<file path="src/rtl/cpu_types_pkg.sv">
// Shared CPU types: word type, instruction-cache field layout and FSM state encoding.
package cpu_types_pkg;

    typedef logic [31:0] word_t;

    // Default instruction-cache geometry; icache re-derives its widths from its own SETS.
    localparam int unsigned ISETS  = 16;
    localparam int unsigned IIDX_W = $clog2(ISETS);
    localparam int unsigned ITAG_W = 32 - IIDX_W - 2;

    typedef struct packed {
        logic [ITAG_W-1:0] tag;
        logic [IIDX_W-1:0] idx;
        logic [1:0]        bytoff;
    } icachef_t;

    typedef enum logic {
        IDLE = 1'b0,
        FILL = 1'b1
    } icache_state_t;

endpackage

</file>
<file path="src/rtl/icache.sv">
// Direct-mapped, one-word-per-frame instruction cache with zero-latency hits.
// Optional hit/miss statistics counters are enabled by defining ICACHE_STATS_EN.
module icache
    import cpu_types_pkg::*;
#(
    parameter int unsigned SETS = 16
) (
    input  logic        CLK,
    input  logic        nRST,
    input  logic        imemREN,
    input  logic [31:0] imemaddr,
    output logic        ihit,
    output logic [31:0] imemload,
    output logic        iREN,
    output logic [31:0] iaddr,
    input  logic        iwait,
    input  logic [31:0] iload,
    output logic [31:0] hit_count,
    output logic [31:0] miss_count
);

    localparam int unsigned IDX_W = $clog2(SETS);
    localparam int unsigned TAG_W = 30 - IDX_W;

    icache_state_t state, state_n;

    logic [SETS-1:0]  valid;
    logic [TAG_W-1:0] tags  [SETS];
    word_t            data  [SETS];
    word_t            miss_addr;

    logic [IDX_W-1:0] idx, fill_idx;
    logic [TAG_W-1:0] tag, fill_tag;
    logic             hit;
    logic             fill_we;
    logic             miss_start;
    logic             unused_ok;

    assign idx       = imemaddr[IDX_W+1:2];
    assign tag       = imemaddr[31:IDX_W+2];
    assign fill_idx  = miss_addr[IDX_W+1:2];
    assign fill_tag  = miss_addr[31:IDX_W+2];
    assign unused_ok = ^{imemaddr[1:0], miss_addr[1:0]};

    assign hit = imemREN && valid[idx] && (tags[idx] == tag);

    always_comb begin
        state_n    = state;
        ihit       = 1'b0;
        imemload   = '0;
        iREN       = 1'b0;
        iaddr      = '0;
        fill_we    = 1'b0;
        miss_start = 1'b0;
        unique case (state)
            IDLE: begin
                if (hit) begin
                    ihit     = 1'b1;
                    imemload = data[idx];
                end else if (imemREN) begin
                    miss_start = 1'b1;
                    state_n    = FILL;
                end
            end
            FILL: begin
                // Fill runs to completion regardless of imemREN/imemaddr changes.
                iREN  = 1'b1;
                iaddr = miss_addr;
                if (!iwait) begin
                    fill_we = 1'b1;
                    state_n = IDLE;
                end
            end
            default: state_n = IDLE;
        endcase
    end

    always_ff @(posedge CLK) begin
        if (!nRST) begin
            state     <= IDLE;
            valid     <= '0;
            miss_addr <= '0;
        end else begin
            state <= state_n;
            if (miss_start)
                miss_addr <= imemaddr;
            if (fill_we)
                valid[fill_idx] <= 1'b1;
        end
    end

    // Tag and data need no reset: valid bits gate every use.
    always_ff @(posedge CLK) begin
        if (nRST && fill_we) begin
            tags[fill_idx] <= fill_tag;
            data[fill_idx] <= iload;
        end
    end

`ifdef ICACHE_STATS_EN
    logic [31:0] hit_cnt, miss_cnt;

    always_ff @(posedge CLK) begin
        if (!nRST) begin
            hit_cnt  <= '0;
            miss_cnt <= '0;
        end else begin
            if (state == IDLE && hit)
                hit_cnt <= hit_cnt + 32'd1;
            if (miss_start)
                miss_cnt <= miss_cnt + 32'd1;
        end
    end

    assign hit_count  = hit_cnt;
    assign miss_count = miss_cnt;
`else
    assign hit_count  = '0;
    assign miss_count = '0;
`endif

endmodule
</file>
<file path="config.mk">
export PLATFORM = sky130hd
export DESIGN_NAME = icache
export DESIGN_NICKNAME = d
export VERILOG_FILES = /design/src/rtl/cpu_types_pkg.sv /design/src/rtl/icache.sv
export SDC_FILE = /design/constraint.sdc
export NUM_CORES = 1
export LEC_CHECK = 0
export ABC_AREA = 0
export CORE_UTILIZATION = 50
export CTS_CLUSTER_SIZE = 25
export DETAILED_ROUTE_END_ITERATION = 12
export DONT_BUFFER_PORTS = 1
export GPL_TIMING_DRIVEN = 0
export SLEW_MARGIN = 20
export SYNTH_ARGS = -nofsm -noshare
export SYNTH_HDL_FRONTEND = slang
export SYNTH_SLANG_ARGS = --single-unit
</file>
<file path="constraint.sdc">
create_clock -name CLK -period 9.94 [get_ports CLK]
set_clock_uncertainty 0.15 [all_clocks]
set_input_delay 2.485 -clock CLK [delete_from_list [all_inputs] [get_ports CLK]]
set_output_delay 2.485 -clock CLK [all_outputs]
set_load 0.02 [all_outputs]
</file>
# Yosys cells after proc, flatten, opt, wreduce, memory -nomap -nowiden
# Memories as Yosys holds them, arrays and structs flattened.
# Index checks and enable logic that the tools add are counted.
# classes
magnitude_cmp	3
eq_ne	1
muxes	19
bitwise	2
reduce_logical	4
# ops
op	count
2-to-1 mux 32 bit	3
== test 26 bit	1
bitwise OR 16 bit	1
2-to-1 mux 1 bit	13
less-than comparator 4 x 5 -> 1 bit, second input constant	2
binary-select mux 1 bit (select 4 bit)	1
demux 1 bit (select 4 bit)	1
>= comparator 4 x 1 -> 1 bit, second input constant	1
logical AND 1 bit	4
one-hot mux 1 bit (2 select lines)	1
inverter 1 bit	1
# totals
register_bits	49
ramBits	928
inputBits	68
output_inout_bits	130
wordCells	34
mem_count	2
# memory_table
memory	depth	word_bits	read_ports	rd_ports_with_merged_regs	write_ports	line	text
data	16	32	1	0	1	icache.sv:29	word_t data [SETS];
tags	16	26	1	0	1	icache.sv:28	logic [TAG_W-1:0] tags [SETS];

# Depth between registers and ports, before layout
# depth
word_depth	6
ltp_mapped	15
ltp_nobuf	8

# Worst setup path before layout
# OpenSTA, ideal clock, no wires.
# synth_path
path_kind	input -> output
start	in imemaddr[2]
end	out imemload[10]
arrival_ps	5312
t_required_ps	7305
setup_slack_ps	1993
cell_stages	14
path_buffers	7
cell_sequence	buf_6 buf_8 buf_12 buf_12 buf_8 buf_2 mux4_2 a22oi_1 a21o_1 nand4_1 nor4_1 nand4b_1 clkbuf_1 nor2b_1
# synth_via
elab_chain_len	6
elab_cells_between_ends	9
classes_between	eq/ne: 1; mux: 4; reduce/logical: 2; memory: 2
# synth_lines
element	line	text
start, declared	icache.sv:11	input logic [31:0] imemaddr,
parallel branches: the longest is 4 deep, another holds memory read (16 x 26 bit)	--	
2-to-1 mux 32 bit *	icache.sv:57	if (hit) begin
2-to-1 mux 32 bit *	icache.sv:55	unique case (state)
end, declared	icache.sv:13	output logic [31:0] imemload,
# Mark *: on every way between the ends. The select of a mux whose other input is x is not followed.

# Worst setup path after layout
# layout_path
start	in imemaddr[4]
end	out imemload[26]
# Same word-level chain as after synthesis.

==> impl_metrics.csv <==
group,metric,value,unit
finish,n_fill_cell,5626,
place,postPlaceCellArea,0.0424,mm²
finish,design.final.nets,2264,
global_routing,groute.layer.met1.usage,35.0,%
setup_path,crit_path_cell_trace,"buf_4 -> buf_4 -> buf_6 -> buf_4 -> buf_4 -> buf_2 -> buf_1 -> clkbuf_1 -> mux4_2 -> mux4_2 -> nor2b_1",
floorplan,row_count,102,
setup_path,crit-reg2reg-launch,"state",
timing,final_hold_violating_endpoints,0,
run,drv.max_cap_violation_count,0,
global_routing,number_of_antenna_violations_at_the_first_check_in_global_routing,3,
floorplan,placeableCoreArea,0.0775,mm²
status,outcome,"finished clean",
synth,netlist.top_cell.by_area,"edfxtp_1",
routing,detail_route.wirelength,101,mm
clock_tree,clock_sinks,977,
routing,vias,20239,
power_and_ir_drop,power.leakage,0.0152,µW
routing,detail_route.vias_per_cell,6.11,
timing,min_period,9.52,ns
clock_tree,clockBufferDepth,3,
timing,drv_slew,0,
timing,timing_worst_slew_pin_value,1.24,ns
synth,synth-seq-area-share,73.6,%
global_routing,global_route.usage.met3,5.97,%
clock_tree,htreeDepth,3,
setup_path,reg2reg_depth,7,
synth,synth_largest_type_area_fraction,71.1,%
synth,postSynthRegisterBits,977,
floorplan,die_w,282,µm
synth,synth_cells,1940,
global_routing,grt_util_all_layers,25.9,%
global_routing,global_route_wire_length_before_repair,144,mm
setup_path,worst_r2r_endpoint,"data[12][31]",
floorplan,starting_density,50.6,%
timing,final.period_utilization,95.8,%
routing,route.detailed.drc,0,
timing,worst_slew_margin_rel,17.5,%
finish,final-instance-count-excl-fill,3313,
routing,route.detailed.wl_per_inst,30.5,µm
synth,synth_cell_type_count,58,
floorplan,die_y,282,µm
synth,ys.warnings.count,0,
min_path,worst_hold_path_type,"register to register",
routing,initialDrtViolationCount,2155,
synth,mappedNetlistArea,0.0392,mm²
synth,ys_top_cells_by_area,"edfxtp_1 (71%), mux4_2 (14%), dfxtp_1 (2.5%), mux2i_1 (1.6%), buf_4 (1.3%)",
timing,setup_viol,0,
setup_path,critical_path_peak_fanout,10,
timing,grt_setup_unrepaired,"no",
setup_path,cp_common_cell,"buf_4",
global_routing,grt_overflow_total,0,
global_routing,busiest_layer,"met2",
clock_tree,clk_transition_reported_paths,0.06,ns
setup_path,worstPathBufferInverterCount,8,
power_and_ir_drop,vdd_drop_max,0.000140,V
power_and_ir_drop,pwr_density_cell,189,mW/mm²
setup_path,crit_path_top_delay_cell,"clkbuf_1",
synth,synth_area_per_cell,20.2,µm²
synth,synth_edf_count,928,
floorplan,io_pins,198,
timing,hold_ws,0.296,ns
setup_path,cp_data_arrival_time,6.89,ns
routing,drt-pass1-iter-count,5,
setup_path,cp_slowest_stage_delay,0.85,ns
setup_path,endpoint_kind,"output pin",
finish,stdcell_area,0.0455,mm²
global_routing,grt.met2_usage,42.4,%
global_routing,grt_pass1_vias,20438,
clock_tree,clock-root-buffer,"clkbuf_16",
place,place.detailed.hpwl,67.5,mm
timing,final_layout_setup_total_negative_slack,0,ns
routing,antenna_violating_nets_post_route,0,
clock_tree,cts_inserted_buffers,96,
timing,fmax,0.105,GHz
setup_path,criticalPathCategory,"input pin to output pin",
min_path,min-delay-start,"valid[9]",
floorplan,fp.dieArea,0.0795,mm²
setup_path,critPathLaunchType,"input pin",
power_and_ir_drop,totalPowerFinal,8610,µW
setup_path,critical-path-top-delay-family,"buffers and inverters",
place,routabilityCongestion,0.819,
clock_tree,hold_buf_count_cts,0,
synth,synthArstFlopShare,0,%
finish,area_growth_syn_to_layout,16.1,%
setup_path,reg2reg_slack,6.34,ns
min_path,worstHoldPathCells,1,
min_path,worst_hold_path.endpoint,"valid[9]",
place,port_buffers,0,
global_routing,grt_max_degree,19,
place,dp.cells,3136,
clock_tree,tritoncts,"done",
clock_tree,worst_skew_pair.late_latency,0.65,ns
synth,synth-main-ff-cell,"edfxtp_1",
setup_path,timing.critical_path.required,7.31,ns
finish,final_layout_size_suffix_gt1_share,27.3,%
-- kinds of logic after synthesis --
family | after synthesis | share of synthesized area [%]
muxes | 323 | 16.5
other | 1 | 0.00957
AOI/OAI and AO/OA | 158 | 2.72
and+or+nand+nor | 274 | 3.77
xor gates and xnor gates | 20 | 0.447
DFF | 977 | 73.6
buffers and inverters | 187 | 2.91
-- how the worst max path moves through the flow --
stage           startpoint           end  slack (ns)  cells after the start
6_report       imemaddr[4]  imemload[26]        0.42                     11
3_3_place_gp          nRST   data[4][23]       -4.26                      5
4_1_cts        imemaddr[4]  imemload[30]        0.36                     11
3_5_place_dp   imemaddr[5]  imemload[14]       -0.63                     11
5_1_grt        imemaddr[4]  imemload[30]        0.31                     11
2_1_floorplan  imemaddr[2]  imemload[10]        1.99                     14
-- per-stage QoR --
stage	setup slack (ns)	util, %
2_1_floorplan	1.99	-
3_3_place_gp	-4.26	52.6
3_5_place_dp	-0.630	54.8
4_1_cts	0.360	58.7
5_1_grt	0.310	58.7
6_report	0.416	58.7
-- cell usage in the layout (no fill, tap or decap), drive strengths merged, types with 7 or more instances in the layout --
cell type,Yosys,layout
bufinv,0,8
conb,1,64
xnor2,16,16
nor3,15,15
and3,38,38
and2,36,36
mux4,256,256
a21oi,37,37
o21ai,35,35
nor2,52,52
nand3,7,7
o22ai,7,7
inv,8,13
clkbuf,62,188
nor2b,39,39
nand2,51,51
clkinv,0,34
mux2i,63,63
dfxtp,49,49
edfxtp,928,928
a22oi,8,8
o311ai,32,32
buf,117,211
a21o,17,17
nand2b,10,10
-- state kept, by name, indices dropped and copies added, names as in the netlist --
| register | cells |
|---|---|
| valid | 16 |
| data | 512 |
| miss_addr | 32 |
| state | 1 |
| tags | 416 |
-- metal layers --
metal  part of all wire, %  vias up
met5                 0.026        -
li1                      -     8386
met2                    49      940
met1                    40    10746
met3                   8.8      163
met4                   2.5        4
-- cell type report --
type	count	area [µm²]	area share (%)
Multi-Input combinational cell	839	9580	21.0
Buffer	179	1120	2.46
Inverter	8	30.0	0.0660
Clock buffer	125	2570	5.66
Antenna cell	3	7.51	0.0165
Timing Repair Buffer	95	1590	3.49
Sequential cell	977	28800	63.4
Tap cell	1040	1300	2.86
Clock inverter	47	463	1.02
-- synthesized netlist by cell type (7+ instances only) --
cell type / n
buf_4: 69
o21ai_0: 35
xnor2_1: 16
mux4_1: 12
a21o_1: 17
dfxtp_1: 49
buf_6: 12
nor3_1: 15
nor2b_1: 39
and3_1: 38
a21oi_1: 37
buf_2: 26
nand2_1: 51
mux2i_1: 63
o311ai_1: 32
nand2b_1: 10
and2_1: 36
o22ai_1: 7
edfxtp_1: 928
nand3_1: 7
mux4_2: 244
a22oi_1: 8
inv_1: 7
clkbuf_1: 61
nor2_1: 52
-- repair_timing --
action / CTS / global route
endpoints found under the setup margin: 30 / 0
buffers inserted: 2 / 0
resized for setup: 11 / 0
-- power by group --
| part | switching, µW | internal, µW | total (µW) | leakage (µW) |
|---|---|---|---|---|
| clock | 1510 | 2030 | 3540 | 0.00149 |
| combinational | 248 | 194 | 442 | 0.00487 |
| sequential | 65.3 | 4560 | 4630 | 0.00884 |
| total | 1820 | 6790 | 8610 | 0.0152 |
No activity file was read; power rests on OpenSTA's default activity.
